## config.mk

```make
export PLATFORM = sky130hd
export DESIGN_NAME = spi_arbiter
export DESIGN_NICKNAME = d
export VERILOG_FILES = /design/src/rtl/spi_arbiter.sv
export SDC_FILE = /design/constraint.sdc
export NUM_CORES = 1
export LEC_CHECK = 0
export CAP_MARGIN = 20
export CELL_PAD_IN_SITES_DETAIL_PLACEMENT = 0
export CELL_PAD_IN_SITES_GLOBAL_PLACEMENT = 2
export CORE_ASPECT_RATIO = 0.75
export CORE_UTILIZATION = 34
export DETAILED_ROUTE_END_ITERATION = 8
export MAX_ROUTING_LAYER = met4
export PLACE_DENSITY = 0.85
export SLEW_MARGIN = 30
export SYNTH_ARGS = -nofsm -noshare
export SYNTH_HDL_FRONTEND = slang
export SYNTH_SLANG_ARGS = --single-unit
```

## constraint.sdc

```tcl
create_clock -name clk -period 3.7 [get_ports clk]
set_input_delay 0.74 -clock clk [delete_from_list [all_inputs] [get_ports clk]]
set_output_delay 0.74 -clock clk [all_outputs]
set_load 0.05 [all_outputs]
```

## src/rtl/spi_arbiter.sv

```systemverilog
// rtl/spi_arbiter.sv - two-requester round-robin arbiter driving a single spi_master command port
module spi_arbiter #(
  parameter int CMD_CYCLES     = 10,
  parameter int TIMEOUT_CYCLES = 1023
) (
  input  logic       clk,
  input  logic       rst_n,
  input  logic       req0_valid,
  input  logic       req1_valid,
  input  logic       req0_rw,
  input  logic       req1_rw,
  input  logic [7:0] req0_wdata,
  input  logic [7:0] req1_wdata,
  output logic       req0_ready,
  output logic       req1_ready,
  output logic       req0_done,
  output logic       req1_done,
  output logic [7:0] rdata,
  output logic       err,
  output logic       spi_wr_cmd,
  output logic       spi_rd_cmd,
  output logic [7:0] mosi_data,
  input  logic [7:0] miso_data,
  input  logic       spi_cs
);

  typedef enum logic [1:0] {IDLE, ISSUE, WAIT_END, DONE} state_t;

  state_t      state_q, state_d;
  logic        grant_q, grant_d;
  logic        last_q, last_d;
  logic        wr_q, wr_d, rd_q, rd_d;
  logic [7:0]  mosi_q, mosi_d;
  logic [7:0]  rdata_q, rdata_d;
  logic        err_q, err_d;
  logic        ready0_q, ready0_d, ready1_q, ready1_d;
  logic        done0_q, done0_d, done1_q, done1_d;
  logic [7:0]  cmd_cnt_q, cmd_cnt_d;
  logic [15:0] to_cnt_q, to_cnt_d;
  logic        cs_q;
  logic        seen_q, seen_d;
  logic        pick;
  logic        rw_sel;
  logic        cs_rise;
  logic        to_hit;

  // Next-state and registered-output logic; every output leaves a flop
  always_comb begin
    state_d   = state_q;
    grant_d   = grant_q;
    last_d    = last_q;
    wr_d      = wr_q;
    rd_d      = rd_q;
    mosi_d    = mosi_q;
    rdata_d   = rdata_q;
    err_d     = err_q;
    ready0_d  = 1'b0;
    ready1_d  = 1'b0;
    done0_d   = 1'b0;
    done1_d   = 1'b0;
    cmd_cnt_d = cmd_cnt_q;
    to_cnt_d  = to_cnt_q;
    seen_d    = seen_q;
    // On a tie the requester not served last wins; otherwise whoever is asking
    pick      = (req0_valid && req1_valid) ? ~last_q : req1_valid;
    rw_sel    = pick ? req1_rw : req0_rw;
    cs_rise   = ~cs_q & spi_cs;
    // Counter is 0 in the first ISSUE cycle, so this edge makes it reach the limit
    to_hit    = (to_cnt_q == 16'(TIMEOUT_CYCLES - 1));

    case (state_q)
      IDLE: begin
        if (req0_valid || req1_valid) begin
          grant_d   = pick;
          last_d    = pick;
          mosi_d    = pick ? req1_wdata : req0_wdata;
          wr_d      = rw_sel;
          rd_d      = ~rw_sel;
          ready0_d  = ~pick;
          ready1_d  = pick;
          cmd_cnt_d = 8'd1;
          to_cnt_d  = 16'd0;
          seen_d    = 1'b0;
          state_d   = ISSUE;
        end
      end
      ISSUE: begin
        to_cnt_d = to_cnt_q + 16'd1;
        if (!cs_q) seen_d = 1'b1;
        if (to_hit) begin
          wr_d    = 1'b0;
          rd_d    = 1'b0;
          rdata_d = 8'h00;
          err_d   = 1'b1;
          done0_d = ~grant_q;
          done1_d = grant_q;
          state_d = DONE;
        end else if (cmd_cnt_q == 8'(CMD_CYCLES)) begin
          wr_d    = 1'b0;
          rd_d    = 1'b0;
          state_d = WAIT_END;
        end else begin
          cmd_cnt_d = cmd_cnt_q + 8'd1;
        end
      end
      WAIT_END: begin
        to_cnt_d = to_cnt_q + 16'd1;
        if (!cs_q) seen_d = 1'b1;
        // Completion is checked first so it beats a coincident timeout
        if (seen_q && cs_rise) begin
          rdata_d = miso_data;
          err_d   = 1'b0;
          done0_d = ~grant_q;
          done1_d = grant_q;
          state_d = DONE;
        end else if (to_hit) begin
          rdata_d = 8'h00;
          err_d   = 1'b1;
          done0_d = ~grant_q;
          done1_d = grant_q;
          state_d = DONE;
        end
      end
      DONE: begin
        err_d   = 1'b0;
        state_d = IDLE;
      end
      default: state_d = IDLE;
    endcase
  end

  // State and output registers; reset aborts any transfer without a done pulse
  always_ff @(posedge clk or negedge rst_n) begin
    if (!rst_n) begin
      state_q   <= IDLE;
      grant_q   <= 1'b0;
      last_q    <= 1'b1;
      wr_q      <= 1'b0;
      rd_q      <= 1'b0;
      mosi_q    <= 8'h00;
      rdata_q   <= 8'h00;
      err_q     <= 1'b0;
      ready0_q  <= 1'b0;
      ready1_q  <= 1'b0;
      done0_q   <= 1'b0;
      done1_q   <= 1'b0;
      cmd_cnt_q <= 8'd0;
      to_cnt_q  <= 16'd0;
      cs_q      <= 1'b1;
      seen_q    <= 1'b0;
    end else begin
      state_q   <= state_d;
      grant_q   <= grant_d;
      last_q    <= last_d;
      wr_q      <= wr_d;
      rd_q      <= rd_d;
      mosi_q    <= mosi_d;
      rdata_q   <= rdata_d;
      err_q     <= err_d;
      ready0_q  <= ready0_d;
      ready1_q  <= ready1_d;
      done0_q   <= done0_d;
      done1_q   <= done1_d;
      cmd_cnt_q <= cmd_cnt_d;
      to_cnt_q  <= to_cnt_d;
      cs_q      <= spi_cs;
      seen_q    <= seen_d;
    end
  end

  assign req0_ready = ready0_q;
  assign req1_ready = ready1_q;
  assign req0_done  = done0_q;
  assign req1_done  = done1_q;
  assign rdata      = rdata_q;
  assign err        = err_q;
  assign spi_wr_cmd = wr_q;
  assign spi_rd_cmd = rd_q;
  assign mosi_data  = mosi_q;

endmodule

```

==> flow_metrics.py <==
metrics = {
    "cts": {
        "clock-root-buffer": "clkbuf_8",
        "hold_buffers": 0,
        "clockBufferDepth": 2,
        "cts_setup_buffers": 0,
        "postCtsResizedCells": 0,
        "clkSinkCount": 53,
        "insertion_delay_ns": 0.30,
        "clk_pin_slew_worst_paths_ns": 0.10,
        "htree_levels": 2,
        "cts_tree": "built",
        "numCtsBuffers": 5,
    },
    "logic_synthesis": {
        "syn_avg_cell_area_um2": 10.31,
        "ys_seq_elements": 53,
        "ys_types": 41,
        "synth_simple_gate_area_frac": 0.1876,
        "yosysWarnings": 0,
        "synth-edff-count": 0,
        "synth_mux_area_frac": 0.04028,
        "synth_ff_type": "dfrtp_1",
        "synth_top_family_by_area": "simple AND/OR/NAND/NOR gates",
        "synthesis.nets": 286,
        "synth_area_mm2": 0.002547,
        "synthCells": 247,
        "synth_compound_area_frac": 0.1375,
        "synth_seq_area_share": 0.5216,
        "yosys.area_share.xor_xnor": 0.04126,
        "synth_fa_ha_area_frac": 0.03929,
        "ys_async_sr_fraction": 1.000,
    },
    "sta": {
        "drv_slew": 0,
        "hold_viol_final": 0,
        "relSlewSlack": 0.3836,
        "final-setup-viol-count": 0,
        "rsz0062_at_grt": "false",
        "period_share": 0.6412,
        "whs_ns": 0.3924,
        "worstMarginPinSlew_ns": 0.9126,
        "finalSetupTns_ns": 0,
        "fmax_mhz": 421.5,
        "min_period_ns": 2.373,
        "skew_ns": 0.008308,
    },
    "final_layout": {
        "final_util": 0.4647,
        "fin_nets": 342,
        "fillers": 696,
        "drive_above_1_share": 0.07895,
        "instances_no_fill": 402,
        "register_area_mm2": 0.001329,
        "multi_input_area_mm2": 0.001136,
        "area_growth_pct": 28.19,
        "n_antenna_cell": 0,
    },
    "critical_path": {
        "crit_path_start_kind": "flip-flop",
        "worstPathArrival_ns": 2.54,
        "crit_path_cell_trace": "inv_1, ha_1, nand4bb_1, o41ai_1, a21oi_1, a2111oi_0, a21oi_1",
        "crit_top_cell": "a21oi_1",
        "r2r_cells": 7,
        "path_class": "flip-flop to flip-flop",
        "slowest_delay_ns": 0.75,
        "cp.required_ns": 3.87,
        "endpoint_kind": "flip-flop",
        "r2r-start": "cmd_cnt_q[0]",
        "critPathSlowestCell": "o41ai_1",
        "cp_max_fo": 4,
        "timing.rr.end": "state_q[0]",
        "r2r_setup_slack_ns": 1.33,
    },
    "grt": {
        "grt_max_degree": 38,
        "grt_pass1_wl_um": 10070,
        "antenna_found_initial": 0,
        "grt_pass1_vias": 2015,
        "grt_usage": 0.1651,
        "gr-total-overflow": 0,
    },
    "pwr": {
        "combPwrFrac": 0.494,
        "peakVddDrop_uv": 299.9,
        "p_leak_uw": 0.001425,
        "switching_power_uw": 1094,
        "pwr_density_cell_mw_per_mm2": 742.3,
        "intPower_uw": 1330,
        "power_frac_seq": 0.371,
        "swShare": 0.4514,
        "pwr-share-clk": 0.135,
    },
    "drt": {
        "wl_per_cell_um": 14.52,
        "dr.pass1.iters": 4,
        "vias_per_cell": 4.975,
        "routed_wl_um": 5836,
        "drt_first_iter_violations": 57,
        "remaining_drc_errors": 0,
        "final_antenna_net_count": 0,
        "dr_total_vias": 2000,
    },
    "floorplan": {
        "die_h_um": 76.96,
        "die_area_mm2": 0.007846,
        "start_util": 0.3625,
        "die_x_um": 102.0,
        "core_mm2": 0.007027,
        "ios": 54,
        "rows": 26,
    },
    "job": {
        "drv_cap": 0,
    },
    "placed_design": {
        "numPlacedInstances": 394,
        "place_hpwl_um": 4195,
        "gp_congestion": 0.7831,
        "io_buffers": 53,
    },
    "outcome": {
        "outcome": "finished, final reports clean",
    },
    "hold_path": {
        "worstHoldPathType": "primary input to async pin",
    },
}
[layer usage]
layer / vias up / share of wire / wire, um / global-route usage
met1: 967 / 0.53 / 3121 / 0.2417
li1: 991 / - / - / -
met5: - / 0 / 0 / -
met3: 2 / 0.058 / 338 / 0.03829
met4: 0 / 0.0031 / 18 / 0.01714
met2: 40 / 0.40 / 2358 / 0.2399
[power by group through the flow]
| stage | registers [uW] | clock network [uW] | logic (uW) |
|---|---|---|---|
| 2_1_floorplan | 1200 | 0 | 526 |
| 3_3_place_gp | 907 | 0 | 1200 |
| 3_5_place_dp | 910 | 0 | 1210 |
| 4_1_cts | 898 | 340 | 1210 |
| 5_1_grt | 929 | 362 | 1320 |
| 6_report | 899 | 327 | 1200 |
[stage by stage]
| step | instance area (um2) | total power [uW] | setup slack, ns |
|---|---|---|---|
| after detailed placement | 3177 | 2118 | 1.065 |
| after global routing | 3266 | 2614 | 1.045 |
| final | 3266 | 2424 | 1.327 |
| after CTS | 3263 | 2449 | 1.324 |
| after floorplan | 2547 | 1730 | 1.696 |
| after global placement | 3177 | 2107 | 1.075 |
[synthesized netlist by cell type (2+ instances only)]
library cell / instances / area [um2]
nand3_1: 7 / 35.03
xor2_1: 6 / 52.55
ha_1: 8 / 100.1
xnor2_1: 6 / 52.55
nand2_1: 19 / 71.32
a21oi_1: 16 / 80.08
and4_4: 3 / 33.78
inv_1: 7 / 26.28
nor3_1: 5 / 25.02
dfstp_2: 2 / 52.55
clkbuf_1: 5 / 18.77
dfrtp_1: 51 / 1276
nor2_1: 25 / 93.84
mux2_2: 2 / 22.52
and3_1: 2 / 12.51
or3_1: 7 / 43.79
and4_1: 3 / 26.28
nor3b_1: 3 / 22.52
a21o_1: 2 / 15.01
mux2i_1: 8 / 80.08
and2_1: 3 / 18.77
buf_6: 3 / 33.78
o21ai_0: 27 / 135.1
nand4_1: 3 / 18.77
a22o_1: 8 / 70.07
[critical path, delay by kind of cell, from the launching register on]
kind                       cells  cell delay [ns]
adders and majority gates      1             0.16
DFF                            1             0.41
AOI/OAI and AO/OA              4             1.49
buffers and inverters          1             0.10
and+or+nand+nor                1             0.09
[how the worst max path moves through the flow]
stage / startpoint / to / slack (ns)
after floorplan: req1_valid / cmd_cnt_q[6] / 1.70
after global placement: req0_valid / to_cnt_q[15] / 1.07
after detailed placement: req1_valid / spi_rd_cmd / 1.07
after CTS: cmd_cnt_q[0] / state_q[0] / 1.32
after global routing: cmd_cnt_q[0] / state_q[0] / 1.05
final: cmd_cnt_q[0] / state_q[0] / 1.33
[flip-flops by register name, indices dropped and copies added, names as in the netlist, 2 cells and up]
| signal | cells |
|---|---|
| cmd_cnt_q | 8 |
| rdata | 8 |
| state_q | 2 |
| mosi_data | 8 |
| to_cnt_q | 16 |
[area by class of cell]
cell class / instances / share of cell area
Tap cell: 98 / 0.03755
Clock inverter: 3 / 0.005364
Inverter: 7 / 0.008046
Multi-Input combinational cell: 178 / 0.3479
Sequential cell: 53 / 0.4069
Timing Repair Buffer: 58 / 0.1732
Clock buffer: 5 / 0.02107
[logic make-up after synthesis]
group	count (synthesis)
simple gates	89
compound gates	59
fa+ha+maj	8
mux	10
flops	53
buf+inv	16
xor+xnor	12
[cells in the final DEF (no fill, tap or decap), types with 5 or more instances in the layout]
cell	n
nor2_1	25
inv_1	7
nand2_1	19
or3_1	7
nand3_1	7
dfrtp_1	51
nor3_1	5
buf_4	6
clkbuf_8	5
mux2i_1	8
ha_1	8
o21ai_0	26
xnor2_1	6
a21oi_1	16
a22o_1	8
xor2_1	6
clkdlybuf4s50_1	52
Power figures use the tool's default switching activity.
